<file path="src/rtl/seq_detector.sv">
// seq_detector: serial pattern detector.
//
// This block watches a serial stream of qualified bits. On every consumed bit it compares
// the most recent PAT_LEN bits against PATTERN. The oldest bit is the MSB and the newest
// bit is the LSB. On a hit it raises a one-cycle registered pulse and increments a
// saturating match counter. Matches may overlap, because the history is not flushed
// after a hit.
//
// Ports:
//   clk        rising-edge clock
//   resetN     asynchronous active-low reset
//   syncClear  synchronous clear of history, fill count and counter (wins over bitValid)
//   bitIn      serial data bit
//   bitValid   qualifies bitIn; only qualified bits shift into the history
//   match      one-cycle pulse, registered, high the cycle after the completing bit
//   matchCount saturating count of matches since reset/clear
//   countSat   high while matchCount is all-ones
//
// PAT_LEN must be in 2..16 and CNT_WIDTH must be at least 1.

module seq_detector #(
    parameter int unsigned          PAT_LEN   = 4,
    parameter logic [PAT_LEN-1:0]   PATTERN   = 4'b1011,
    parameter int unsigned          CNT_WIDTH = 8
) (
    input  logic                 clk,
    input  logic                 resetN,
    input  logic                 syncClear,
    input  logic                 bitIn,
    input  logic                 bitValid,
    output logic                 match,
    output logic [CNT_WIDTH-1:0] matchCount,
    output logic                 countSat
);

    // The fill counter must be able to hold PAT_LEN itself.
    localparam int unsigned          FillW    = $clog2(PAT_LEN + 1);
    localparam logic [FillW-1:0]     FillFull = FillW'(PAT_LEN);
    localparam logic [FillW-1:0]     FillPrev = FillW'(PAT_LEN - 1);
    localparam logic [CNT_WIDTH-1:0] CntMax   = '1;

    logic [PAT_LEN-1:0]   history_q, history_d;
    logic [FillW-1:0]     fill_q, fill_d;
    logic [PAT_LEN-1:0]   shifted;
    logic                 match_d;
    logic [CNT_WIDTH-1:0] count_d;
    logic                 sat_d;

    always_comb begin
        shifted   = {history_q[PAT_LEN-2:0], bitIn};
        history_d = history_q;
        fill_d    = fill_q;
        match_d   = 1'b0;
        count_d   = matchCount;

        if (syncClear) begin
            // Any bit presented on a clear cycle is dropped.
            history_d = '0;
            fill_d    = '0;
            count_d   = '0;
        end else if (bitValid) begin
            history_d = shifted;
            if (fill_q != FillFull) begin
                fill_d = fill_q + FillW'(1);
            end
            // The fill guard compares against fill_q, before it is updated. A fill_q of
            // PAT_LEN-1 means this bit is the PAT_LEN-th one. The guard is needed even for
            // all-zero patterns, because the history resets to zero.
            match_d = (shifted == PATTERN) && (fill_q >= FillPrev);
            if (match_d && (matchCount != CntMax)) begin
                count_d = matchCount + CNT_WIDTH'(1);
            end
        end

        sat_d = (count_d == CntMax);
    end

    always_ff @(posedge clk or negedge resetN) begin
        if (!resetN) begin
            history_q  <= '0;
            fill_q     <= '0;
            match      <= 1'b0;
            matchCount <= '0;
            countSat   <= 1'b0;
        end else begin
            history_q  <= history_d;
            fill_q     <= fill_d;
            match      <= match_d;
            matchCount <= count_d;
            countSat   <= sat_d;
        end
    end

endmodule
</file>
<file path="config.mk">
export PLATFORM = sky130hd
export DESIGN_NAME = seq_detector
export DESIGN_NICKNAME = d
export VERILOG_FILES = /design/src/rtl/seq_detector.sv
export SDC_FILE = /design/constraint.sdc
export NUM_CORES = 1
export LEC_CHECK = 0
export CAP_MARGIN = 10
export CORE_AREA = 2 2 41 50
export DETAILED_ROUTE_END_ITERATION = 10
export DIE_AREA = 0 0 43 52
export DONT_BUFFER_PORTS = 1
export MAX_ROUTING_LAYER = met4
export PLACE_DENSITY = 0.66
export SYNTH_ARGS = -nofsm -noshare
export SYNTH_HDL_FRONTEND = slang
export SYNTH_SLANG_ARGS = --single-unit
</file>
<file path="constraint.sdc">
create_clock -name clk -period 2.35 [get_ports clk]
set_input_delay 0.47 -clock clk [delete_from_list [all_inputs] [get_ports clk]]
set_output_delay 0.47 -clock clk [all_outputs]
set_load 0.03 [all_outputs]
</file>
==> results.json <==
{
  "syn_area_um2": 916,
  "rows": 17,
  "hpwl_um": 1410,
  "final_hold_viol_count": 0,
  "clk_pin_slew_ns": 0.09,
  "numCtsBuffers": 3,
  "fin_area_um2": 1010,
  "async_flop_share": 1.00,
  "track_usage": 0.200,
  "postCtsResizedCells": 0,
  "finalMaxSlewViolations": 0,
  "antennaDiodeCount": 0,
  "route.vias.total": 726,
  "fin_crit_ns": 2.17,
  "hp-class": "in2reg",
  "status": "complete, no violations",
  "synth.most_common_cell": "dfrtp_1",
  "cp_top_family": "simple AND/OR/NAND/NOR gates",
  "final_layout_size_suffix_gt1_frac": 0.176,
  "peakVddDrop_uv": 356,
  "max_freq_mhz": 461,
  "via_per_inst": 6.00,
  "syn_nets": 103,
  "drt_drc_violations_left": 0,
  "met1_length_um": 722,
  "worst_path_most_repeated_cell": "ha_1",
  "totalWireLength_um": 1800,
  "wl_met3_um": 84,
  "slowest_delay_ns": 0.55,
  "grt-ovfl-total": 0,
  "dr.pass1.iters": 4,
  "post_drt_wl_per_cell_um": 14.9,
  "first_global_vias": 730,
  "portBuffers": 0,
  "syn_to_final_growth_pct": 10.5,
  "yosysWarnings": 0,
  "p_per_area_nw_per_um2": 488,
  "dieArea_um2": 2240,
  "crit_type": "reg2reg",
  "cp.required_ns": 2.53,
  "critPathLaunchType": "flop",
  "end_kind": "flop",
  "synth_ff_type": "dfrtp_1",
  "cts_root_buf": "clkbuf_4",
  "coreArea_um2": 1790,
  "skew_ns": 0.00684,
  "top_layer_used": "met4",
  "final_nets": 112,
  "wl_met2_um": 950,
  "worst-path-max-fanout": 4,
  "ant_nets": 0,
  "clk_latency_ns": 0.29,
  "grt_pass1_wl_um": 3130,
  "die-width_um": 43,
  "fin_tns_setup_ns": 0,
  "antenna_found_initial": 0,
  "synth.area.top_cells": "dfrtp_1, ha_1, nor4_2",
  "die_y_um": 52,
  "p_leak_nw": 0.444,
  "slowest_stage": "nor4_1",
  "grt_start_max_net_pins": 17,
  "start_util": 0.513,
  "drt_iter0_drc": 6,
  "worst_slew_pin_slew_ns": 0.735,
  "relSlewSlack": 0.509,
  "cts_tree": "yes",
  "cts.sinks": 16,
  "io_pins": 15,
  "critPathBufInv": 0,
  "synth_cell_type_count": 31,
  "synth_seq_cells": 16,
  "setup_violations": 0,
  "cts.path.max_buffers": 2,
  "seq_area_frac_synth": 0.437,
  "syn_area_per_cell_um2": 9.74,
  "place_area_um2": 966,
  "place_congestion": 0.884,
  "synth_commonest_cells": "dfrtp_1, nor2_1, inv_1, a21oi_1, nand2_1",
  "syn_inst": 94,
  "yosysTopAreaCellShare": 0.437,
  "drv_cap": 0,
  "htreeDepth": 1,
  "rsz0062_at_grt": "no",
  "yosysTopAreaCell": "dfrtp_1",
  "cp_cell_sequence": "ha_1 -> ha_1 -> a211oi_1 -> nor4_1 -> a21oi_1 -> a211o_1 -> nor4_2",
  "fin_crit_sh": 0.923,
  "synth_edf_count": 0,
  "cp.arrival_ns": 2.35
}
-- registers in the layout (all words and copies together), names as in the netlist --
name	cells
matchCount	8
fill_q	3
history_q	3
countSat	1
match	1
-- report_power, final --
| group | switching, W | internal, W |
|---|---|---|
| combinational | 0.0000184 | 0.0000131 |
| clock | 0.0000817 | 0.0000944 |
| sequential | 0.00000579 | 0.000281 |
-- per-layer routing --
| layer | global-route usage | up-vias |
|---|---|---|
| li1 | - | 349 |
| met1 | 0.206 | 353 |
| met2 | 0.364 | 19 |
| met3 | 0.0313 | 5 |
| met4 | 0.106 | 0 |
| met5 | - | - |
-- final timing paths --
| path | endpoint | cells past startpoint | slack [ns] | start |
|---|---|---|---|---|
| setup / recovery | countSat | 7 | 0.18 | fill_q[0] |
| hold / removal | matchCount[7] | 1 | 0.23 | syncClear |
| setup reg to reg | countSat | 7 | 0.18 | fill_q[0] |
| hold reg to reg | history_q[2] | 2 | 0.54 | history_q[2] |
| max in group asynchronous | matchCount[6] | 1 | 1.20 | resetN |
| min in group asynchronous | matchCount[2] | 1 | 0.68 | resetN |
-- layout make-up --
| cell class | count | area (um^2) |
|---|---|---|
| fill | 177 | 774 |
| multi-input combinational | 67 | 467 |
| sequential | 16 | 400 |
| clock buffer | 4 | 36.3 |
| timing repair buffer | 7 | 55.1 |
| inverter | 8 | 30.0 |
| tap | 19 | 23.8 |
-- logic make-up (layout without fill, tap and decap cells) --
logic type               count (synthesis)  in the layout  share of synthesized area
AND/OR/NAND/NOR                         39             39                      0.262
AO/OA/AOI/OAI                           18             18                      0.131
flip-flops                              16             16                      0.437
buffers and inverters                   11             19                     0.0533
adder cells (fa/ha/maj)                  4              4                     0.0546
XOR/XNOR                                 3              3                     0.0287
multiplexers                             3              3                     0.0328
-- timing repair --
item	in CTS	in global routing
hold endpoints to repair	16	0
setup buffers	0	0
hold buffers	1	0
-- cell usage in the layout, fill, tap and decap left out, types with 3 or more instances in the layout --
| master | n |
|---|---|
| a21oi_1 | 7 |
| buf_4 | 6 |
| clkbuf_4 | 3 |
| dfrtp_1 | 16 |
| ha_1 | 4 |
| inv_1 | 8 |
| mux2i_1 | 3 |
| nand2_1 | 7 |
| nor2_1 | 11 |
| nor4_2 | 4 |
| xnor2_1 | 3 |
-- per-stage QoR --
step                hold slack, ns  std cells   util  power (W)  worst slack, ns
floorplan                    0.174         94      -   0.000314            0.298
global placement             0.175        116  0.541   0.000315            0.303
detailed placement           0.175        116  0.541   0.000318            0.201
CTS                          0.224        121  0.567   0.000504            0.174
global route                 0.210        121  0.567   0.000524          0.00289
finish                       0.233        121  0.567   0.000494            0.182
-- worst register-to-register path: stages, from the launching register on --
cell and delay (ns):
dfrtp_1 0.41, ha_1 0.17, ha_1 0.14, a211oi_1 0.05
nor4_1 0.55, a21oi_1 0.14, a211o_1 0.33, nor4_2 0.29
No activity file was read; power rests on OpenSTA's default activity.
